$ cat src/rtl/ttl_bcd_pkg.sv
// Segment patterns and BCD-to-7-segment decode shared by the scan display.
// Segment bit order: bit0=a ... bit6=g, active high.
package ttl_bcd_pkg;

  localparam logic [6:0] SEG_0    = 7'h3F;
  localparam logic [6:0] SEG_1    = 7'h06;
  localparam logic [6:0] SEG_2    = 7'h5B;
  localparam logic [6:0] SEG_3    = 7'h4F;
  localparam logic [6:0] SEG_4    = 7'h66;
  localparam logic [6:0] SEG_5    = 7'h6D;
  localparam logic [6:0] SEG_6    = 7'h7D;
  localparam logic [6:0] SEG_7    = 7'h07;
  localparam logic [6:0] SEG_8    = 7'h7F;
  localparam logic [6:0] SEG_9    = 7'h6F;
  localparam logic [6:0] SEG_DASH = 7'h40;
  localparam logic [6:0] SEG_OFF  = 7'h00;

  // Codes 10..15 are not BCD; show a dash so a bad counter is visible.
  function automatic logic [6:0] bcd_to_seg(input logic [3:0] bcd);
    logic [6:0] seg;
    case (bcd)
      4'd0:    seg = SEG_0;
      4'd1:    seg = SEG_1;
      4'd2:    seg = SEG_2;
      4'd3:    seg = SEG_3;
      4'd4:    seg = SEG_4;
      4'd5:    seg = SEG_5;
      4'd6:    seg = SEG_6;
      4'd7:    seg = SEG_7;
      4'd8:    seg = SEG_8;
      4'd9:    seg = SEG_9;
      default: seg = SEG_DASH;
    endcase
    return seg;
  endfunction

endpackage

$ cat src/rtl/ttl_bcd_seg_decode.sv
// Combinational 4-bit BCD to 7-segment decoder for the currently scanned digit.
module ttl_bcd_seg_decode
  import ttl_bcd_pkg::*;
(
  input  logic [3:0] bcd_i,
  output logic [6:0] seg_o
);

  assign seg_o = bcd_to_seg(bcd_i);

endmodule

$ cat src/rtl/ttl_bcd_scan_display.sv
// Multiplexed BCD display driver: latches DIGITS digits, scans them onto one 7-segment bus.
// Optional leading-zero blanking is enabled by defining TTL_BCD_SCAN_LEADING_ZERO_BLANK_EN.
module ttl_bcd_scan_display
  import ttl_bcd_pkg::*;
#(
  parameter int DIGITS     = 4,
  parameter int SCAN_DIV   = 4,
  parameter int DELAY_RISE = 0,
  parameter int DELAY_FALL = 0
) (
  input  logic                  Clk,
  input  logic                  Clear,
  input  logic                  Strobe,
  input  logic                  Blank,
  input  logic [4*DIGITS-1:0]   D,
  output logic [6:0]            Segments,
  output logic [DIGITS-1:0]     Digit_select,
  output logic                  Frame
);

  localparam int IDX_W  = (DIGITS > 1)   ? $clog2(DIGITS)   : 1;
  localparam int PRES_W = (SCAN_DIV > 1) ? $clog2(SCAN_DIV) : 1;
  localparam logic [IDX_W-1:0]  IDX_LAST  = IDX_W'(DIGITS - 1);
  localparam logic [PRES_W-1:0] PRES_LAST = PRES_W'(SCAN_DIV - 1);

  // Output delays are a board-level property; the synthesized outputs carry none.
  if (DIGITS < 1 || SCAN_DIV < 1 || DELAY_RISE < 0 || DELAY_FALL < 0) begin : g_bad_params
    $error("ttl_bcd_scan_display: illegal parameter value");
  end

  logic [4*DIGITS-1:0] latch_q, latch_d;
  logic [PRES_W-1:0]   pres_q, pres_d;
  logic [IDX_W-1:0]    index_q, index_d;
  logic                wrap_q, wrap_d;
  logic                pres_wrap;
  logic [3:0]          digit_val;
  logic [6:0]          dec_seg;
  logic                lz_blank;
  logic [DIGITS-1:0]   sel_d;
  logic [6:0]          seg_q;
  logic [DIGITS-1:0]   sel_q;
  logic                frame_q;

  always_comb begin
    latch_d   = Strobe ? D : latch_q;
    pres_wrap = (pres_q == PRES_LAST);
    pres_d    = pres_wrap ? '0 : pres_q + PRES_W'(1);
    index_d   = index_q;
    if (pres_wrap) begin
      index_d = (index_q == IDX_LAST) ? '0 : index_q + IDX_W'(1);
    end
    wrap_d = pres_wrap && (index_q == IDX_LAST);
  end

  always_comb begin
    digit_val = 4'd0;
    sel_d     = '0;
    for (int i = 0; i < DIGITS; i++) begin
      if (index_q == IDX_W'(i)) begin
        digit_val = latch_q[i*4 +: 4];
        sel_d[i]  = 1'b1;
      end
    end
  end

  ttl_bcd_seg_decode u_decode (
    .bcd_i (digit_val),
    .seg_o (dec_seg)
  );

`ifdef TTL_BCD_SCAN_LEADING_ZERO_BLANK_EN
  // zero_from[i] is set when digits i..DIGITS-1 are all zero (invalid codes are nonzero).
  logic [DIGITS-1:0] zero_from;

  always_comb begin
    zero_from = '0;
    zero_from[DIGITS-1] = (latch_q[4*DIGITS-1 -: 4] == 4'd0);
    for (int i = DIGITS - 2; i >= 0; i--) begin
      zero_from[i] = zero_from[i+1] && (latch_q[i*4 +: 4] == 4'd0);
    end
  end

  assign lz_blank = (index_q != '0) && zero_from[index_q];
`else
  assign lz_blank = 1'b0;
`endif

  // Outputs sample index/latch from before the edge; Frame lags the index wrap by one
  // edge so it coincides with Digit_select returning to digit 0.
  always_ff @(posedge Clk) begin
    if (Clear) begin
      latch_q <= '0;
      pres_q  <= '0;
      index_q <= '0;
      wrap_q  <= 1'b0;
      seg_q   <= SEG_OFF;
      sel_q   <= '0;
      frame_q <= 1'b0;
    end else begin
      latch_q <= latch_d;
      pres_q  <= pres_d;
      index_q <= index_d;
      wrap_q  <= wrap_d;
      frame_q <= wrap_q;
      if (Blank) begin
        seg_q <= SEG_OFF;
        sel_q <= '0;
      end else begin
        seg_q <= lz_blank ? SEG_OFF : dec_seg;
        sel_q <= sel_d;
      end
    end
  end

  assign Segments     = seg_q;
  assign Digit_select = sel_q;
  assign Frame        = frame_q;

endmodule

$ cat config.mk
export PLATFORM = sky130hd
export DESIGN_NAME = ttl_bcd_scan_display
export DESIGN_NICKNAME = d
export VERILOG_FILES = /design/src/rtl/ttl_bcd_pkg.sv /design/src/rtl/ttl_bcd_seg_decode.sv /design/src/rtl/ttl_bcd_scan_display.sv
export SDC_FILE = /design/constraint.sdc
export NUM_CORES = 1
export LEC_CHECK = 0
export CAP_MARGIN = 10
export CORE_ASPECT_RATIO = 0.75
export CORE_UTILIZATION = 25
export DETAILED_ROUTE_END_ITERATION = 7
export PLACE_DENSITY = 0.45
export SETUP_SLACK_MARGIN = 0.1
export SLEW_MARGIN = 10
export SYNTH_ARGS = -nofsm -noshare
export SYNTH_HDL_FRONTEND = slang
export SYNTH_HIERARCHICAL = 1
export SYNTH_SLANG_ARGS = --single-unit
$ cat constraint.sdc
create_clock -name Clk -period 2.76 [get_ports Clk]
set_input_delay 0.276 -clock Clk [delete_from_list [all_inputs] [get_ports Clk]]
set_output_delay 0.276 -clock Clk [all_outputs]
set_load 0.01 [all_outputs]
==> run_results.csv <==
group,metric,value,unit
timing,hold_viol,0,
timing,setup_tns,0,ps
timing,finalSetupViolCount,0,
hold_path,min_path_type,"flip-flop to flip-flop",
power_and_ir_drop,totalPowerFinal,1.03,mW
power_and_ir_drop,clkPwrFrac,32.8,%
status,status,"finished, final reports clean",
worst_setup_path,cp_data_arrival_time,2550,ps
logic_synthesis,ys_async_sr_fraction,0,%
cells_and_area,fin_cells,260,
timing,whs,433,ps
placement,place.port_buffers,31,
drt,highest-signal-layer,"met4",
worst_setup_path,end_kind,"flip-flop",
drt,post_drt_wl_per_cell,11.5,um
logic_synthesis,yosysUniqueCellTypes,28,
global_route,grt_antenna_before_repair,0,
global_route,grt_overflow,0,
power_and_ir_drop,irDropWorstVdd,165,uV
timing,setup_slack,386,ps
power_and_ir_drop,p_int,779,uW
power_and_ir_drop,leakagePower,0.810,nW
clock_network,clockBufferDepth,2,
power_and_ir_drop,netSwitchingFraction,24.6,%
timing,rsz0062_at_grt,"false",
cells_and_area,areaGrowthSynthToFinish,31.2,%
worst_setup_path,slowest_stage,"a221oi_1",
timing,min_period,2370,ps
global_route,grt_max_degree,24,
placement,post-dp-hpwl,2250,um
clock_network,cts_made_buffers,5,
floorplanning,rows,23,
worst_setup_path,path_cells,"inv_1 -> ha_1 -> nand3b_1 -> a221oi_1 -> inv_1 -> ha_1 -> and2b_1 -> o31a_1 -> and2_1",
drt,vias,1073,
logic_synthesis,synth_nets,180,
logic_synthesis,seq_area_frac_synth,44.3,%
worst_setup_path,cp.required,2930,ps
drt,met2_length,1150,um
power_and_ir_drop,combPwrFrac,16.9,%
logic_synthesis,syn_inst,149,
timing,max_freq,421,MHz
drt,drc,0,
logic_synthesis,synth_top_area_share,44.3,%
logic_synthesis,yosysWarnings,6,
clock_network,clkSinkCount,33,
floorplanning,core_area,5550,um^2
global_route,grt_pass1_vias,1019,
power_and_ir_drop,p_switching,254,uW
floorplanning,start_util,26.9,%
worst_setup_path,crit_path_start_kind,"flip-flop",
clock_network,hold_buffers,0,
drt,wl_met1,1690,um
clock_network,post_cts_buffers,0,
clock_network,cts_tree,"yes",
worst_setup_path,worstPathMaxFanout,9,
logic_synthesis,ys_seq_elements,33,
clock_network,path_clk_slew,70,ps
floorplanning,dieWidth,91.2,um
clock_network,clock_latency,270,ps
placement,place_congestion,0.786,
cells_and_area,nets,215,
power_and_ir_drop,pwr-share-seq,50.3,%
logic_synthesis,syn_area,1490,um^2
worst_setup_path,crit_type,"flip-flop to flip-flop",
worst_setup_path,max_stage_delay,410,ps
drt,wl_met3,134,um
clock_network,htree_num_levels,2,
logic_synthesis,synth_top_area_cell,"dfxtp_1",
timing,drv_slew,0,
logic_synthesis,avgSynthCellArea,10.0,um^2
floorplanning,ios,32,
logic_synthesis,synth_edf_count,0,
power_and_ir_drop,cellPowerDensity,528,nW/um^2
floorplanning,die_area,6280,um^2
placement,placedCellCount,252,
cells_and_area,drive_gt1_share,8.11,%
clock_network,clockRootBuffer,"clkbuf_8",
drt,avgViaCountPerCell,4.13,
global_route,grt.total_usage,10.5,%
cells_and_area,antennaDiodeCount,0,
timing,tightestPinTransition,493,ps
logic_synthesis,yosys-top-cells-area,"dfxtp_1, mux2i_1, ha_1",
placement,place_ws,323,ps
timing,max-slew-margin-rel,67.0,%
timing,period_share,86.0,%
global_route,grt_pass1_wl,4930,um
job,cap_viol_max_count,0,
floorplanning,die_h,68.9,um
drt,dr.pass1.iters,4,
drt,drtIter0Drc,39,
drt,drt-total-wl,2990,um
timing,fin_skew,4.13,ps
logic_synthesis,ys.flop_type,"dfxtp_1",
drt,antenna_left,0,
==> state kept, by name, summed over array words and instances, names as in the netlist <==
| register | flops |
|---|---|
| Digit_select | 4 |
| latch_q | 16 |
| wrap_q | 1 |
| pres_q | 2 |
| index_q | 2 |
| Segments | 7 |
| Frame | 1 |
==> cell usage after synthesis, drive strengths merged (3+ instances only) <==
cell,instances
and2,11
ha,11
inv,11
nor3b,5
o22ai,3
a221oi,4
mux2i,17
dfxtp,33
a211oi,4
nor2,20
nand3b,4
buf,6
==> critical path, delay by kind of cell (launching register included) <==
kind	cells	cell delay [ps]
flops	1	380
buf+inv	2	250
fa+ha+maj	2	530
simple gates	3	480
compound gates	2	630
==> layout by cell type, fill, tap and decap left out, types with 2 or more instances in the layout <==
cell type	netlist	routed
clkdlybuf4s50_1	0	31
inv_1	11	11
nor3b_1	5	5
a221oi_1	4	4
nand2b_1	2	2
a211oi_1	4	4
o21ai_0	2	2
clkinv_2	0	2
nor2_1	20	20
mux2i_1	17	17
and2_1	11	11
buf_4	2	5
nand3b_1	4	4
clkbuf_8	0	5
dfxtp_1	33	33
nor2b_1	2	2
a21o_1	2	2
ha_1	11	10
o22ai_1	3	3
nand2_1	2	2
==> worst paths after layout <==
| check | start | endpoint | slack (ps) | cells after the start |
|---|---|---|---|---|
| worst max register to register | index_q[1] | Segments[5] | 390 | 9 |
| worst min register to register | pres_q[0] | pres_q[0] | 430 | 1 |
| worst min-delay path | pres_q[0] | pres_q[0] | 430 | 1 |
| worst max-delay path | index_q[1] | Segments[5] | 390 | 9 |
==> metal layers <==
metal | vias to the layer above | global-route usage, %
met5 | - | 0
met4 | 0 | 4.76
met3 | 2 | 3.07
met2 | 28 | 16.3
met1 | 474 | 13.6
li1 | 569 | -
==> area by class of cell <==
type	count	area (um^2)
well taps	75	93.8
clock inverters	2	10.0
clock buffers	6	72.6
flip-flops and latches	33	661
multi-input cells	97	731
repair buffers	36	348
inverters	11	41.3
fillers	565	3600
==> cell families after synthesis <==
family / synth area share, %
compound gates: 8.98
fa+ha+maj: 9.23
buf+inv: 6.88
flops: 44.3
mux: 12.4
simple gates: 18.2
==> stage by stage <==
step,utilization (%),area (um^2)
2_1_floorplan,-,1490
3_3_place_gp,33.7,1870
3_5_place_dp,33.7,1870
4_1_cts,35.2,1950
5_1_grt,35.2,1960
6_report,35.2,1960
==> power by group through the flow <==
stage                     sequential, mW  clock (mW)  combinational [mW]
after floorplan                    0.530           0               0.106
after global placement             0.530           0               0.173
after detailed placement           0.531           0               0.176
after CTS                          0.520       0.352               0.177
after global routing               0.523       0.374               0.196
final                              0.520       0.338               0.175
==> repair_timing <==
item | 4_1_cts | 5_1_grt
setup endpoints to repair | 0 | 1
hold endpoints to repair | 0 | 0
gates resized for setup | 0 | 1
No activity file was read; power rests on OpenSTA's default activity.
